## config.mk

```make
export PLATFORM = sky130hd
export DESIGN_NAME = linear_resampler
export DESIGN_NICKNAME = d
export VERILOG_FILES = /design/src/rtl/audio_pkg.sv /design/src/rtl/resampler_mac.sv /design/src/rtl/linear_resampler.sv
export SDC_FILE = /design/constraint.sdc
export NUM_CORES = 1
export LEC_CHECK = 0
export CORE_MARGIN = 4
export CORE_UTILIZATION = 58
export CTS_BUF_LIST = sky130_fd_sc_hd__clkbuf_4 sky130_fd_sc_hd__clkbuf_8
export CTS_CLUSTER_DIAMETER = 100
export DETAILED_ROUTE_END_ITERATION = 6
export GPL_TIMING_DRIVEN = 0
export PLACE_DENSITY = 0.78
export SLEW_MARGIN = 20
export SYNTH_ARGS = -nofsm -noshare
export SYNTH_HDL_FRONTEND = slang
export SYNTH_SLANG_ARGS = --single-unit
```

## constraint.sdc

```tcl
create_clock -name clk -period 8.2 [get_ports clk]
set_clock_uncertainty 0.15 [all_clocks]
set_input_delay 2.46 -clock clk [delete_from_list [all_inputs] [get_ports clk]]
set_output_delay 2.46 -clock clk [all_outputs]
set_load 0.02 [all_outputs]
```

## src/rtl/audio_pkg.sv

```systemverilog
// rtl/audio_pkg.sv - shared state encoding, default widths and sizing helper for the resampler
package audio_pkg;

    localparam int DEF_DATA_W  = 24;
    localparam int DEF_FRAC_W  = 11;
    localparam int DEF_CH      = 2;
    localparam int DEF_OUT_DIV = 512;
    localparam int TEST_A_W    = 11;

    typedef enum logic [2:0] {
        ST_IDLE = 3'd0,
        ST_MUL0 = 3'd1,
        ST_MUL1 = 3'd2,
        ST_OUT  = 3'd3
    } rs_state_e;

    // Counter width for a modulus of v, never narrower than one bit.
    function automatic int cnt_width(input int v);
        return (v > 1) ? $clog2(v) : 1;
    endfunction

endpackage

```

## src/rtl/resampler_mac.sv

```systemverilog
// rtl/resampler_mac.sv - shared signed multiplier with one accumulator for the two interpolation terms
module resampler_mac #(
    parameter int DATA_W = 24,
    parameter int FRAC_W = 11,
    parameter int OUT_W  = DATA_W + FRAC_W + 1
) (
    input  logic                     clk,
    input  logic                     reset_n,
    input  logic                     load_i,
    input  logic signed [DATA_W-1:0] sample_i,
    input  logic        [FRAC_W:0]   coef_i,
    output logic signed [OUT_W-1:0]  sum_o
);

    localparam int PW = DATA_W + FRAC_W + 2;

    logic signed [PW-1:0]    sample_ext;
    logic signed [PW-1:0]    coef_ext;
    logic signed [PW-1:0]    prod_full;
    logic signed [OUT_W-1:0] prod;
    logic signed [OUT_W-1:0] acc_q;
    logic signed [OUT_W-1:0] acc_d;

    // Coefficients are unsigned weights; a zero MSB keeps them positive in the signed product.
    assign sample_ext = PW'(sample_i);
    assign coef_ext   = PW'($signed({1'b0, coef_i}));
    assign prod_full  = sample_ext * coef_ext;

    // Weights sum to at most 2^FRAC_W, so the product and the sum both fit in OUT_W.
    assign prod  = $signed(prod_full[OUT_W-1:0]);
    assign acc_d = load_i ? prod : acc_q;
    assign sum_o = acc_q + prod;

    always_ff @(posedge clk or negedge reset_n) begin
        if (!reset_n) begin
            acc_q <= '0;
        end else begin
            acc_q <= acc_d;
        end
    end

endmodule

```

## src/rtl/linear_resampler.sv

```systemverilog
// rtl/linear_resampler.sv - linear-interpolating sample-rate converter; LINEAR_RESAMPLER_TEST_EN adds test_data
module linear_resampler
    import audio_pkg::*;
#(
    parameter int DATA_W  = DEF_DATA_W,
    parameter int FRAC_W  = DEF_FRAC_W,
    parameter int CH      = DEF_CH,
    parameter int OUT_DIV = DEF_OUT_DIV,
    localparam int OUT_W  = DATA_W + FRAC_W + 1
) (
    input  logic                   clk,
    input  logic                   reset_n,
    input  logic                   run,
    input  logic                   din_en,
    input  logic [CH*DATA_W-1:0]   din,
    input  logic                   dout_ready,
    output logic                   dout_valid,
    output logic [CH*OUT_W-1:0]    dout,
    output logic                   overrun
`ifdef LINEAR_RESAMPLER_TEST_EN
    ,
    output logic [15:0]            test_data
`endif
);

    localparam int CH_W  = cnt_width(CH);
    localparam int DIV_W = cnt_width(OUT_DIV);
    localparam logic [CH_W-1:0]  CH_LAST  = CH_W'(CH - 1);
    localparam logic [DIV_W-1:0] DIV_LAST = DIV_W'(OUT_DIV - 1);

    logic        [FRAC_W-1:0] cnt_q;
    logic        [FRAC_W:0]   period_q;
    logic signed [DATA_W-1:0] s0_q [CH];
    logic signed [DATA_W-1:0] s1_q [CH];
    logic        [1:0]        strb_q;
    logic                     primed;

    logic [DIV_W-1:0] div_q;
    logic             tick_q;

    rs_state_e                state_q, state_d;
    logic        [CH_W-1:0]   ch_q, ch_d;
    logic                     dout_valid_q, dout_valid_d;
    logic                     overrun_q, overrun_d;
    logic                     capture;
    logic                     mac_load;
    logic                     dout_we;

    logic        [FRAC_W-1:0] a_now;
    logic        [FRAC_W-1:0] a_q;
    logic        [FRAC_W:0]   p_q;
    logic signed [DATA_W-1:0] cap0_q [CH];
    logic signed [DATA_W-1:0] cap1_q [CH];
    logic signed [OUT_W-1:0]  dout_q [CH];

    logic signed [DATA_W-1:0] mac_sample;
    logic        [FRAC_W:0]   mac_coef;
    logic signed [OUT_W-1:0]  mac_sum;

    // ---------------- input side: sub-sample position and sample history ----------------
    always_ff @(posedge clk or negedge reset_n) begin
        if (!reset_n) begin
            cnt_q    <= '0;
            period_q <= '0;
            for (int k = 0; k < CH; k++) begin
                s0_q[k] <= '0;
                s1_q[k] <= '0;
            end
        end else if (din_en) begin
            period_q <= {1'b0, cnt_q} + (FRAC_W+1)'(1);
            cnt_q    <= '0;
            for (int k = 0; k < CH; k++) begin
                s1_q[k] <= s0_q[k];
                s0_q[k] <= $signed(din[k*DATA_W +: DATA_W]);
            end
        end else if (cnt_q != '1) begin
            cnt_q <= cnt_q + FRAC_W'(1);
        end
    end

    // Two strobes are needed before both history slots hold real samples.
    always_ff @(posedge clk or negedge reset_n) begin
        if (!reset_n) begin
            strb_q <= '0;
        end else if (!run) begin
            strb_q <= '0;
        end else if (din_en && !strb_q[1]) begin
            strb_q <= strb_q + 2'd1;
        end
    end

    assign primed = strb_q[1];

    // A stalled input lets cnt run past the last period; clamp to it.
    assign a_now = ({1'b0, cnt_q} > period_q) ? period_q[FRAC_W-1:0] : cnt_q;

    // ---------------- output tick divider ----------------
    always_ff @(posedge clk or negedge reset_n) begin
        if (!reset_n) begin
            div_q  <= '0;
            tick_q <= 1'b0;
        end else if (!run) begin
            div_q  <= '0;
            tick_q <= 1'b0;
        end else begin
            tick_q <= (div_q == DIV_LAST);
            div_q  <= (div_q == DIV_LAST) ? '0 : div_q + DIV_W'(1);
        end
    end

    // ---------------- frame sequencer ----------------
    always_comb begin
        state_d      = state_q;
        ch_d         = ch_q;
        dout_valid_d = dout_valid_q;
        overrun_d    = overrun_q;
        capture      = 1'b0;
        mac_load     = 1'b0;
        dout_we      = 1'b0;
        if (!run) begin
            state_d      = ST_IDLE;
            ch_d         = '0;
            dout_valid_d = 1'b0;
            overrun_d    = 1'b0;
        end else begin
            if (tick_q && state_q != ST_IDLE) begin
                overrun_d = 1'b1;
            end
            case (state_q)
                ST_IDLE: begin
                    if (tick_q && primed) begin
                        capture = 1'b1;
                        ch_d    = '0;
                        state_d = ST_MUL0;
                    end
                end
                ST_MUL0: begin
                    mac_load = 1'b1;
                    state_d  = ST_MUL1;
                end
                ST_MUL1: begin
                    dout_we = 1'b1;
                    if (ch_q == CH_LAST) begin
                        state_d = ST_OUT;
                    end else begin
                        ch_d    = ch_q + CH_W'(1);
                        state_d = ST_MUL0;
                    end
                end
                ST_OUT: begin
                    // First OUT cycle raises valid; the frame leaves only once it was seen valid.
                    if (dout_valid_q && dout_ready) begin
                        dout_valid_d = 1'b0;
                        state_d      = ST_IDLE;
                    end else begin
                        dout_valid_d = 1'b1;
                    end
                end
                default: state_d = ST_IDLE;
            endcase
        end
    end

    always_ff @(posedge clk or negedge reset_n) begin
        if (!reset_n) begin
            state_q      <= ST_IDLE;
            ch_q         <= '0;
            dout_valid_q <= 1'b0;
            overrun_q    <= 1'b0;
        end else begin
            state_q      <= state_d;
            ch_q         <= ch_d;
            dout_valid_q <= dout_valid_d;
            overrun_q    <= overrun_d;
        end
    end

    // Snapshot taken from pre-strobe registers, so a coincident din_en does not disturb it.
    always_ff @(posedge clk or negedge reset_n) begin
        if (!reset_n) begin
            a_q <= '0;
            p_q <= '0;
            for (int k = 0; k < CH; k++) begin
                cap0_q[k] <= '0;
                cap1_q[k] <= '0;
            end
        end else if (capture) begin
            a_q <= a_now;
            p_q <= period_q;
            for (int k = 0; k < CH; k++) begin
                cap0_q[k] <= s0_q[k];
                cap1_q[k] <= s1_q[k];
            end
        end
    end

    // ---------------- shared datapath ----------------
    assign mac_sample = (state_q == ST_MUL0) ? cap0_q[ch_q] : cap1_q[ch_q];
    assign mac_coef   = (state_q == ST_MUL0) ? {1'b0, a_q} : (p_q - {1'b0, a_q});

    resampler_mac #(
        .DATA_W (DATA_W),
        .FRAC_W (FRAC_W),
        .OUT_W  (OUT_W)
    ) u_mac (
        .clk      (clk),
        .reset_n  (reset_n),
        .load_i   (mac_load),
        .sample_i (mac_sample),
        .coef_i   (mac_coef),
        .sum_o    (mac_sum)
    );

    always_ff @(posedge clk or negedge reset_n) begin
        if (!reset_n) begin
            for (int k = 0; k < CH; k++) begin
                dout_q[k] <= '0;
            end
        end else if (dout_we) begin
            dout_q[ch_q] <= mac_sum;
        end
    end

    for (genvar k = 0; k < CH; k++) begin : g_dout
        assign dout[k*OUT_W +: OUT_W] = dout_q[k];
    end

    assign dout_valid = dout_valid_q;
    assign overrun    = overrun_q;

`ifdef LINEAR_RESAMPLER_TEST_EN
    assign test_data = {state_q, din_en, tick_q, TEST_A_W'(a_now)};
`endif

endmodule

```

==> PnR_summary.wiki, run 1 <==
{| class="wikitable"
! Metric !! Value
|-
| Startpoint types || register
|-
| Synthesized Nets || 3389
|-
| Count of hold buffers inserted by post-cts repair || 0
|-
| Setup TNS after final layout || -28.43 ns
|-
| Global-route wire length before repair || 123000 µm
|-
| Area fraction of the dominant cell type after synthesis || 32.6%
|-
| Total design power || 4.36 mW
|-
| Final weighted congestion in routability-driven placement || 0.980
|-
| Routed WL per cell || 20.1 µm
|-
| Slew HR || 25.3%
|-
| Number of synthesized flops with an enable pin || 0
|-
| Final standard cell area without fillers || 33300 µm²
|-
| All-layer global routing usage || 30.0%
|-
| Initial cell density of the core || 58.5%
|-
| Library cell with the highest instance count after synthesis || nand2_1
|-
| Post-detail-place hpwl || 58200 µm
|-
| Placed Instances || 3685
|-
| Hold/Removal Path Class || reg2reg
|-
| Overflow left after global routing || 0
|-
| Worst Hold Slack || 0.302 ns
|-
| Number of synthesis warnings || 0
|-
| TritonRoute pass-1 iters || 5
|-
| Cell types with the highest counts after synthesis || 669 x nand2_1, 363 x dfrtp_1, 351 x inv_1
|-
| Vias in the first global route || 23200
|-
| DRC errors left || 0
|-
| Die extent in y || 227 µm
|-
| Power density relative to cell area || 131 nW/µm²
|-
| # port buffers || 125
|-
| Critical path type || reg2reg
|-
| Worst supply voltage drop on vdd || 168 µV
|-
| Clock-pin slew on the worst setup and hold paths || 0.06 ns
|-
| CTS tree || built
|-
| Count of cell types in the netlist || 68
|-
| Count of fill cells added during filler insertion || 3560
|-
| IO Pins || 127
|-
| Storage cell area || 9090 µm²
|-
| DP Worst Slack || -2.51 ns
|-
| Max Clk Rate || 107 MHz
|-
| Slowest CP cell || fa_1
|-
| Max incr delay on CP || 0.54 ns
|-
| Clock root buffer master || clkbuf_8
|-
| Total Wirelength || 77700 µm
|-
| Core area || 47600 µm²
|-
| Register bit count reported by yosys || 363
|-
| Most common cell type on the critical path || fa_1
|-
| Leading area contributor after synthesis || dfrtp_1
|-
| Initial DRC Count || 1775
|-
| Number of vias after detailed routing || 22400
|-
| Antenna-violating nets left || 0
|-
| Slew at the pin closest to its max-slew limit || 1.11 ns
|-
| Footprint of the multi-input gates || 18000 µm²
|-
| Post-route fraction of the period consumed by the critical path || 114%
|-
| Die X-Extent || 227 µm
|-
| Portion of the post-synthesis area used by sequential elements || 32.6%
|-
| Inserted Clock Buffers || 59
|-
| Std cell rows || 80
|-
| Die area || 51600 µm²
|-
| Maximum number of pins on one net before global-route repair || 96
|-
| Deepest clock path buffer count || 3
|-
| Top_reg_cell synth || dfrtp_1
|-
| Share of cells above drive strength 1 || 17.2%
|-
| Crit. End Element || register
|-
| Worst skew pair latency || 0.68 ns
|-
| Required time at the endpoint of the critical path || 8.62 ns
|-
| Post-synthesis cell area || 27900 µm²
|-
| Clock Sinks || 363
|-
| Final Util || 69.9%
|-
| Leading cell types by total area after synthesis || dfrtp_1 33%, fa_1 18%, nand2_1 9.0%, ha_1 6.3%, mux2_2 5.3%
|-
| Violations in the final reports || setup timing
|-
| Layout Nets || 3654
|-
| Crit path max fanout || 7
|-
| N_diodes || 0
|-
| Setup repair after global routing missed its margin || yes
|-
| Final Critical Period || 9.37 ns
|-
| Number of H-tree levels || 2
|-
| Static leakage || 16.1 nW
|-
| Max-cap violation count || 0
|-
| Number of failing hold endpoints at the final stage || 0
|-
| Final number of max-transition violations || 0
|-
| Synthesized instance count || 2939
|-
| Proportion of register bits with asynchronous set or reset after synthesis || 100%
|-
| Synthesized area divided by synthesized cell count || 9.48 µm²
|-
| Detailed-route vias per instance || 5.80
|-
| Final setup margin || -1.17 ns
|-
| Arrival time at the worst endpoint || 9.79 ns
|-
| Number of antenna violations at the first check in global routing || 0
|-
| Status || finished, violations left
|-
| Final Setup Violations || 38
|-
| Area grow syn2layout || 19.5%
|-
| Dpl cell area || 30200 µm²
|-
| Post-layout instance count excluding filler cells || 3866
|}
==> kinds of logic (layout without fill, tap and decap cells) <==
| group | count (synthesis) | in the layout | share of synthesized area (%) |
|---|---|---|---|
| fa+ha+maj | 397 | 397 | 24.7 |
| buf+inv | 506 | 818 | 6.85 |
| mux | 183 | 183 | 8.16 |
| flops | 363 | 363 | 32.6 |
| compound gates | 458 | 458 | 10.4 |
| xor+xnor | 84 | 84 | 2.69 |
| simple gates | 948 | 948 | 14.6 |
==> final cells by class <==
class	count	share of cell area [%]
Sequential cell	363	27.3
Multi-Input combinational cell	2070	54.0
Clock buffer	91	3.50
Timing Repair Buffer	210	6.01
Inverter	351	3.96
Buffer	149	2.37
Clock inverter	17	0.564
Tap cell	615	2.31
==> report_power, final <==
part           internal (mW)  switching (mW)
registers               1.90          0.0750
clock network           1.01           0.753
logic                  0.280           0.347
total                   3.18            1.17
==> worst max-delay path, delay by kind of cell (launching register included) <==
family                     cells  cell delay (ns)
AOI/OAI and AO/OA             18             2.81
xor gates and xnor gates       2             0.47
adders and majority gates      9             3.75
buffers and inverters          7             0.67
DFF                            1             0.41
and+or+nand+nor                6             1.01
==> path summary, 6_finish.rpt <==
path                                    start                   end  slack [ns]  cells past startpoint
max in group asynchronous             reset_n      ch_q$_DFFE_PN0P_        4.92                      3
setup reg to reg           a_q[0]$_DFFE_PN0P_  dout[35]$_DFFE_PN0P_       -1.17                     42
hold reg to reg            div_q[0]$_DFF_PN0_    div_q[0]$_DFF_PN0_        0.30                      1
setup / recovery           a_q[0]$_DFFE_PN0P_  dout[35]$_DFFE_PN0P_       -1.17                     42
min in group asynchronous             reset_n  dout[46]$_DFFE_PN0P_        1.61                      1
hold / removal             div_q[0]$_DFF_PN0_    div_q[0]$_DFF_PN0_        0.30                      1
==> layer usage <==
| layer | vias to the layer above | global-route usage (%) | part of all wire, % |
|---|---|---|---|
| met5 | - | 0 | 0 |
| met4 | 0 | 13.5 | 5.4 |
| met3 | 240 | 3.61 | 5.1 |
| met2 | 824 | 52.4 | 49 |
| met1 | 11200 | 37.9 | 40 |
| li1 | 10100 | - | - |
==> layout by cell type, fill, tap and decap left out, types with 22 or more instances in the layout <==
cell type | Yosys | final
a21o_1 | 39 | 38
a21oi_1 | 86 | 64
and2_1 | 46 | 44
and3_1 | 29 | 26
buf_4 | 0 | 76
clkbuf_1 | 141 | 99
clkbuf_4 | 0 | 25
clkbuf_8 | 0 | 83
clkdlybuf4s50_1 | 0 | 124
dfrtp_1 | 363 | 361
fa_1 | 257 | 251
ha_1 | 140 | 119
inv_1 | 351 | 345
mux2_2 | 131 | 130
mux2i_1 | 27 | 27
mux4_2 | 22 | 22
nand2_1 | 669 | 658
nand4_1 | 36 | 36
nor2_1 | 73 | 69
nor2b_1 | 27 | 23
o211ai_1 | 23 | 23
o21ai_0 | 101 | 83
o21ai_1 | 61 | 62
xnor2_1 | 52 | 39
xor2_1 | 31 | 25
==> flip-flops by register name, summed over array words and instances (netlist names) <==
| name | flops |
|---|---|
| a_q | 11 |
| cap0_q | 48 |
| cap1_q | 48 |
| ch_q | 1 |
| cnt_q | 11 |
| div_q | 9 |
| dout | 72 |
| dout_valid | 1 |
| overrun | 1 |
| p_q | 12 |
| period_q | 12 |
| s0_q | 48 |
| s1_q | 48 |
| state_q | 2 |
| strb_q | 2 |
| tick_q | 1 |
| u_mac.acc_q | 36 |
==> what timing repair did <==
item | CTS | global route
setup endpoints to repair | 75 | 52
pin swaps | 67 | 62
resized for setup | 168 | 121
gates cloned | 0 | 0
setup buffers | 49 | 30
Note: power is estimated with default switching activity, not from simulation.
==> run 2, diff against run 1 <==
--- a/config.mk
+++ b/config.mk
@@ -7,11 +7,12 @@
 export LEC_CHECK = 0
 export CORE_MARGIN = 4
 export CORE_UTILIZATION = 58
-export CTS_BUF_LIST = sky130_fd_sc_hd__clkbuf_4 sky130_fd_sc_hd__clkbuf_8
+export CTS_BUF_LIST = sky130_fd_sc_hd__clkbuf_2
 export CTS_CLUSTER_DIAMETER = 100
 export DETAILED_ROUTE_END_ITERATION = 6
 export GPL_TIMING_DRIVEN = 0
 export PLACE_DENSITY = 0.78
+export RECOVER_POWER = 50
 export SLEW_MARGIN = 20
 export SYNTH_ARGS = -nofsm -noshare
 export SYNTH_HDL_FRONTEND = slang
==> run 2 against run 1 <==
Net effect:
- the run ends with capacitance limit, slew limit, setup timing left
- first-iteration DRC count grew 15%
- utilization is 0.20 points lower
- sequential power barely moved
- sequential share of layout area rose by 0.077 points
- routed wire length up 2.5%
- fmax up 0.40%
- clock power decreased by 34%
- global-route usage increased by 0.10 points
- die area unchanged
- cell area is 0.28% lower
- final cell count is 1.7% higher
- hold slack improved by 0.0029 ns
- critical endpoint is now dout[71]$_DFFE_PN0P_
- largest cell class unchanged
- largest power group unchanged
==> PnR_summary.wiki, run 2 (synthesis gave the netlist of run 1 again) <==
{| class="wikitable"
! Metric !! Value
|-
| Total design power || 3.77 mW (-13%)
|-
| Clock-pin slew on the worst setup and hold paths || 0.10 ns (+0.04 ns)
|-
| Share of cells above drive strength 1 || 19.3% (+2.1 points)
|-
| Layout Nets || 3710 (+1.5%)
|-
| Internal || 2.61 mW (-18%)
|-
| Crit. End Element || register
|-
| RR Endpoint || dout[71]$_DFFE_PN0P_
|-
| Slew at the pin closest to its max-slew limit || 4.80 ns (+3.69 ns)
|-
| DRC errors left || 0 (unchanged)
|-
| Max-cap violation count || 2 (+2)
|-
| Required time at the endpoint of the critical path || 9.07 ns (+0.45 ns)
|-
| Reported net switching power || 1.16 mW (-0.97%)
|-
| Most common cell type on the critical path || fa_1
|-
| Final Critical Period || 9.34 ns (-0.0377 ns)
|-
| Slowest CP cell || fa_1
|-
| Final Setup Violations || 38 (unchanged)
|-
| Hold path cells || 1 (unchanged)
|-
| Startpoint of the worst-slack reg-to-reg timing path || a_q[0]$_DFFE_PN0P_
|-
| Power density relative to cell area || 114 nW/µm² (-13%)
|-
| Area grow syn2layout || 19.2%
|-
| Final weighted congestion in routability-driven placement || 0.980 (unchanged)
|-
| Maximum number of pins on one net before global-route repair || 96 (unchanged)
|-
| Arrival time at the worst endpoint || 10.20 ns (+0.41 ns)
|-
| Setup repair after global routing missed its margin || yes
|-
| Final Util || 69.7% (-0.20 points)
|-
| Clock power share || 30.9% (-9.4 points)
|-
| Final setup margin || -1.14 ns (+0.0377 ns)
|-
| Die area || 51600 µm² (unchanged)
|-
| Max Clk Rate || 107 MHz (+0.40%)
|-
| Final standard cell area without fillers || 33200 µm² (-0.28%)
|-
| CTS tree || built
|-
| TritonRoute pass-1 iters || 6 (+1)
|-
| Clock root buffer master || clkbuf_2
|-
| Startpoint types || register
|-
| Startpoint of the tightest hold check path || div_q[0]$_DFF_PN0_
|-
| Number of antenna violations at the first check in global routing || 2 (+2)
|-
| Commonest cells after routing, fill and taps aside || 653 x nand2_1, 361 x dfrtp_1, 337 x inv_1, 249 x fa_1, 137 x clkbuf_2
|-
| Violations in the final reports || capacitance limit, slew limit, setup timing
|-
| Status || finished, violations left
|-
| Count of fill cells added during filler insertion || 3565 (+0.14%)
|-
| Dpl cell area || 30200 µm² (unchanged)
|-
| Share of total power consumed by net switching || 30.8% (+3.9 points)
|-
| Antenna-violating nets left || 0 (unchanged)
|-
| Number of H-tree levels || 3 (+1)
|-
| Deepest clock path buffer count || 3 (unchanged)
|-
| Clock Sinks || 363 (unchanged)
|-
| Number of failing hold endpoints at the final stage || 0 (unchanged)
|-
| Die extent in y || 227 µm (unchanged)
|-
| Worst supply voltage drop on vdd || 165 µV (-2.2%)
|-
| Count of hold buffers inserted by post-cts repair || 0 (unchanged)
|-
| Total Wirelength || 79700 µm (+2.5%)
|-
| IO Pins || 127 (unchanged)
|-
| Critical path type || reg2reg
|-
| Vias in the first global route || 23700 (+2.2%)
|-
| Inserted Clock Buffers || 89 (+51%)
|-
| Register share of total power || 52.2% (+6.9 points)
|-
| # port buffers || 125 (unchanged)
|-
| All-layer global routing usage || 30.1% (+0.10 points)
|-
| Register-to-register path setup slack || -1.14 ns (+0.04 ns)
|-
| Post-detail-place hpwl || 58200 µm (unchanged)
|-
| Routed WL per cell || 20.3 µm (+0.76%)
|-
| Hold Path End || div_q[0]$_DFF_PN0_
|-
| Post-route fraction of the period consumed by the critical path || 114% (-0.46 points)
|-
| Combinational share of power || 16.9% (+2.5 points)
|-
| Std cell rows || 80 (unchanged)
|-
| Crit path max fanout || 4 (-3)
|-
| Detailed-route vias per instance || 5.82 (+0.34%)
|-
| Hold/Removal Path Class || reg2reg
|-
| Max incr delay on CP || 0.54 ns (about the same)
|-
| Flip-flop count of the largest register, all copies and words added || 72 (unchanged)
|-
| Static leakage || 16.1 nW (about the same)
|-
| Global-route wire length before repair || 122000 µm (-0.16%)
|-
| Overflow left after global routing || 0 (unchanged)
|-
| Initial DRC Count || 2034 (+15%)
|-
| Core area || 47600 µm² (unchanged)
|-
| DP Worst Slack || -2.51 ns (unchanged)
|-
| Depth of the worst register-to-register path || 41 (-2.4%)
|-
| Die X-Extent || 227 µm (unchanged)
|-
| Number of vias after detailed routing || 22900 (+2.0%)
|-
| Final number of max-transition violations || 188 (+188)
|-
| Initial cell density of the core || 58.5% (unchanged)
|-
| Worst skew pair latency || 1.10 ns (+0.42 ns)
|-
| Most common cell after layout, fill and taps aside || nand2_1
|-
| Slew HR || -220% (-250 points)
|}
-- run 2: changes by cell type in the layout (fill, tap and decap cells not counted), sizes merged, moves of 2 or more --
cell      previous run  this run
clkinvlp             2         0
buf                105       125
clkinv              10        23
diode                0         3
clkbuf             221       253
inv                353       355
bufinv               3         1
-- run 2: what timing repair did --
action	in CTS	in global routing
endpoints found under the setup margin	77	54
pin swaps	83	92
setup buffers	59	45
resized for setup	198	152
-- run 2: layer usage --
metal | wire length, µm | GRT usage, %
met1 | 30800 | 37.3
met2 | 39400 | 51.6
met3 | 4720 | 4.84
met4 | 4750 | 15.3
met5 | 0 | 0
-- run 2: metrics by stage --
step                      std cells  TNS [ns]  hold slack [ns]
final                          3932    -26.40            0.305
after global routing           3932   -131.29            0.326
after CTS                      3884    -19.29            0.312
after detailed placement       3685    -99.20            0.299
after global placement         3679  -3861.96            0.291
after floorplan                2939    -0.997            0.275
-- run 2: worst max path at each step --
stage	from	cells after the start	end
after floorplan	a_q[0]$_DFFE_PN0P_	37	dout[34]$_DFFE_PN0P_
after global placement	reset_n	1	cnt_q[3]$_DFFE_PN0P_
after detailed placement	state_q[1]$_DFFE_PN0P_	35	dout[35]$_DFFE_PN0P_
after CTS	a_q[0]$_DFFE_PN0P_	37	dout[35]$_DFFE_PN0P_
after global routing	a_q[2]$_DFFE_PN0P_	39	dout[71]$_DFFE_PN0P_
final	a_q[0]$_DFFE_PN0P_	41	dout[71]$_DFFE_PN0P_
-- run 2: final cells by class --
class / count / area, µm² / share of cell area, %
antenna: 3 / 7.51 / 0.0226
buffer: 150 / 767 / 2.31
clock buffer: 117 / 586 / 1.76
clock inverter: 28 / 170 / 0.512
inverter: 351 / 1320 / 3.98
multi-input combinational: 2070 / 18300 / 55.0
sequential: 363 / 9090 / 27.4
tap: 615 / 769 / 2.32
timing repair buffer: 235 / 2230 / 6.72
-- run 2: worst max-delay path: cells and delay by family (launching register included) --
kind / cells / cell delay, ns
AO/OA/AOI/OAI: 16 / 2.60
XOR/XNOR: 2 / 0.54
adder cells (fa/ha/maj): 9 / 3.63
buffers and inverters: 6 / 0.62
flip-flops: 1 / 0.42
AND/OR/NAND/NOR: 8 / 1.30
-- run 2: power groups by stage --
stage	clock, mW	sequential, mW	combinational [mW]
2_1_floorplan	0	2.00	0.282
3_3_place_gp	0	2.00	0.491
3_5_place_dp	0	2.00	0.515
4_1_cts	1.19	1.97	0.596
5_1_grt	1.29	1.98	0.680
6_report	1.17	1.97	0.638
==> run 3, diff against run 2 <==
--- a/config.mk
+++ b/config.mk
@@ -11,6 +11,7 @@
 export CTS_CLUSTER_DIAMETER = 100
 export DETAILED_ROUTE_END_ITERATION = 6
 export GPL_TIMING_DRIVEN = 0
+export MAX_ROUTING_LAYER = met4
 export PLACE_DENSITY = 0.78
 export RECOVER_POWER = 50
 export SLEW_MARGIN = 20
==> run 3 against run 2 <==
Net effect:
- the flow still finishes with violations (capacitance limit, slew limit, setup timing)
- clock power rose by 9%
- flip-flop and latch count stayed put
- die area unchanged
- final cell count is 0.10% lower
- setup slack improved by 0.15 ns
- global-route usage is 2.2 points higher
- non-clock buffer count down 24
- routed wire length rose by 1.2%
- utilization is 0.65 points lower
- sequential power is essentially flat
- sequential share of layout area increased by 0.26 points
- critical endpoint is now dout[27]$_DFFE_PN0P_
- largest cell class unchanged
- highest routed layer unchanged
==> PnR_summary.wiki, run 3 (synthesis gave the netlist of run 1 again) <==
{| class="wikitable"
! Metric !! Value
|-
| Flip-flop count of the largest register, all copies and words added || 72 (unchanged)
|-
| # port buffers || 125 (unchanged)
|-
| Total Wirelength || 80600 µm (+1.2%)
|-
| Worst supply voltage drop on vdd || 201 µV (+22%)
|-
| Overflow left after global routing || 0 (unchanged)
|-
| Hold Path End || div_q[0]$_DFF_PN0_
|-
| Setup repair after global routing missed its margin || yes
|-
| Startpoint of the worst-slack reg-to-reg timing path || a_q[0]$_DFFE_PN0P_
|-
| Die area || 51600 µm² (unchanged)
|-
| Post-route fraction of the period consumed by the critical path || 112% (-1.8 points)
|-
| Setup TNS after final layout || -22.70 ns (+3.70 ns)
|-
| Antenna-violating nets left || 0 (unchanged)
|-
| Final Setup Violations || 36 (-5.3%)
|-
| Max incr delay on CP || 0.53 ns (about the same)
|-
| Worst path buffer plus inverter count || 10 (+4)
|-
| Slew at the pin closest to its max-slew limit || 3.65 ns (-1.15 ns)
|-
| Most common cell type on the critical path || fa_1
|-
| Max-cap violation count || 2 (unchanged)
|-
| Layout Nets || 3689 (-0.57%)
|-
| Worst skew pair latency || 1.15 ns (+0.05 ns)
|-
| Number of antenna violations at the first check in global routing || 2 (unchanged)
|-
| Deepest clock path buffer count || 3 (unchanged)
|-
| Slowest CP cell || fa_1
|-
| Final setup margin || -0.989 ns (+0.146 ns)
|-
| Number of H-tree levels || 3 (unchanged)
|-
| Register-to-register path setup slack || -0.99 ns (+0.15 ns)
|-
| Max Clk Rate || 109 MHz (+1.6%)
|-
| Clock-pin slew on the worst setup and hold paths || 0.10 ns (about the same)
|-
| IO Pins || 127 (unchanged)
|-
| Most common cell after layout, fill and taps aside || nand2_1
|-
| Global-route wire length before repair || 127000 µm (+3.4%)
|-
| Crit path max fanout || 7 (+3)
|-
| Startpoint of the tightest hold check path || div_q[0]$_DFF_PN0_
|-
| Clock Sinks || 363 (unchanged)
|-
| Count of fill cells added during filler insertion || 3664 (+2.8%)
|-
| Static leakage || 16.0 nW (-0.44%)
|-
| Die X-Extent || 227 µm (unchanged)
|-
| Final weighted congestion in routability-driven placement || 0.960 (-2.1%)
|-
| Violations in the final reports || capacitance limit, slew limit, setup timing
|-
| Post-detail-place hpwl || 60000 µm (+3.1%)
|-
| Required time at the endpoint of the critical path || 9.04 ns (-0.03 ns)
|-
| Initial DRC Count || 1845 (-9.3%)
|-
| Area grow syn2layout || 18.0%
|-
| Dpl cell area || 30200 µm² (unchanged)
|-
| Routed WL per cell || 20.5 µm (+1.3%)
|-
| Critical path type || reg2reg
|-
| Arrival time at the worst endpoint || 10.03 ns (-0.17 ns)
|-
| Clock root buffer master || clkbuf_2
|-
| Detailed-route vias per instance || 5.77 (-0.84%)
|-
| Commonest cells after routing, fill and taps aside || 660 x nand2_1, 361 x dfrtp_1, 346 x inv_1, 252 x fa_1, 152 x clkbuf_2
|-
| Hold path cells || 1 (unchanged)
|-
| Count of hold buffers inserted by post-cts repair || 0 (unchanged)
|-
| Number of vias after detailed routing || 22700 (-0.94%)
|-
| All-layer global routing usage || 32.4% (+2.2 points)
|-
| Status || finished, violations left
|-
| TritonRoute pass-1 iters || 5 (-1)
|-
| CTS tree || built
|-
| Share of cells above drive strength 1 || 18.2% (-1.0 points)
|-
| Vias in the first global route || 23700 (-0.11%)
|-
| Slew HR || -143% (+77 points)
|-
| Die extent in y || 227 µm (unchanged)
|-
| Final Critical Period || 9.19 ns (-0.146 ns)
|-
| Final number of max-transition violations || 169 (-10%)
|-
| DRC errors left || 0 (unchanged)
|-
| Std cell rows || 80 (unchanged)
|-
| Initial cell density of the core || 58.5% (unchanged)
|-
| Inserted Clock Buffers || 92 (+3.4%)
|-
| Hold/Removal Path Class || reg2reg
|-
| Depth of the worst register-to-register path || 43 (+4.9%)
|-
| Power density relative to cell area || 118 nW/µm² (+3.6%)
|-
| Total design power || 3.87 mW (+2.6%)
|-
| Crit. End Element || register
|-
| Worst path top cell family by delay || adder cells
|-
| DP Worst Slack || -2.85 ns (-0.339 ns)
|-
| RR Endpoint || dout[27]$_DFFE_PN0P_
|-
| Maximum number of pins on one net before global-route repair || 105 (+9.4%)
|-
| Startpoint types || register
|-
| Final standard cell area without fillers || 32900 µm² (-0.93%)
|-
| Core area || 47600 µm² (unchanged)
|-
| Number of failing hold endpoints at the final stage || 0 (unchanged)
|}
run 3: cell types whose count changed in the layout (fill, tap and decap cells not counted), sizes merged, moves of 2 or more:
cell,delta
clkbuf,+19
buf,-23
diode,+4
inv,-2
clkinv,-4
run 3: how the worst max path moves through the flow:
| stage | start | to | slack, ns | depth (start not counted) |
|---|---|---|---|---|
| floorplan | a_q[0]$_DFFE_PN0P_ | dout[34]$_DFFE_PN0P_ | -0.16 | 37 |
| global placement | reset_n | cnt_q[3]$_DFFE_PN0P_ | -10.53 | 1 |
| detailed placement | state_q[1]$_DFFE_PN0P_ | dout[71]$_DFFE_PN0P_ | -2.85 | 34 |
| CTS | a_q[0]$_DFFE_PN0P_ | dout[35]$_DFFE_PN0P_ | -0.84 | 39 |
| global route | a_q[0]$_DFFE_PN0P_ | dout[27]$_DFFE_PN0P_ | -1.38 | 43 |
| finish | a_q[0]$_DFFE_PN0P_ | dout[27]$_DFFE_PN0P_ | -0.99 | 43 |
run 3: where the power goes:
| group | switching, mW | internal, mW |
|---|---|---|
| clock network | 0.760 | 0.513 |
| logic | 0.352 | 0.279 |
| registers | 0.0737 | 1.89 |
run 3: per-stage QoR:
stage	utilization, %	hold WS [ns]	cells
global route	69.0	0.332	3926
CTS	68.4	0.314	3913
detailed placement	63.3	0.298	3685
global placement	63.1	0.294	3679
floorplan	-	0.275	2939
finish	69.0	0.315	3928
run 3: metal layers:
metal	track usage [%]	routed length [µm]
met1	38.2	31300
met2	55.2	40900
met3	5.85	4600
met4	13.3	3860
met5	-	0
run 3: timing repair:
action | CTS | global route
cloned | 0 | 0
endpoints found under the setup margin | 78 | 54
hold endpoints to repair | 0 | 0
gates resized for setup | 246 | 53
buffers inserted | 77 | 8
pin swaps | 98 | 39
run 3: worst reg2reg max path: cells and delay by family, from the launching register on:
| family | cells | cell delay [ns] |
|---|---|---|
| AOI/OAI and AO/OA | 17 | 2.66 |
| xor gates and xnor gates | 2 | 0.54 |
| adders and majority gates | 9 | 3.67 |
| buffers and inverters | 10 | 0.85 |
| DFF | 1 | 0.41 |
| and+or+nand+nor | 5 | 0.85 |
run 3: area by class of cell:
| type | count | area (µm²) | share of cell area, % |
|---|---|---|---|
| Sequential cell | 363 | 9090 | 27.6 |
| Clock inverter | 24 | 169 | 0.513 |
| Timing Repair Buffer | 212 | 2020 | 6.15 |
| Inverter | 351 | 1320 | 4.00 |
| Clock buffer | 137 | 686 | 2.08 |
| Tap cell | 615 | 769 | 2.34 |
| Antenna cell | 7 | 17.5 | 0.0532 |
| Multi-Input combinational cell | 2070 | 18000 | 54.8 |
| Buffer | 149 | 793 | 2.41 |
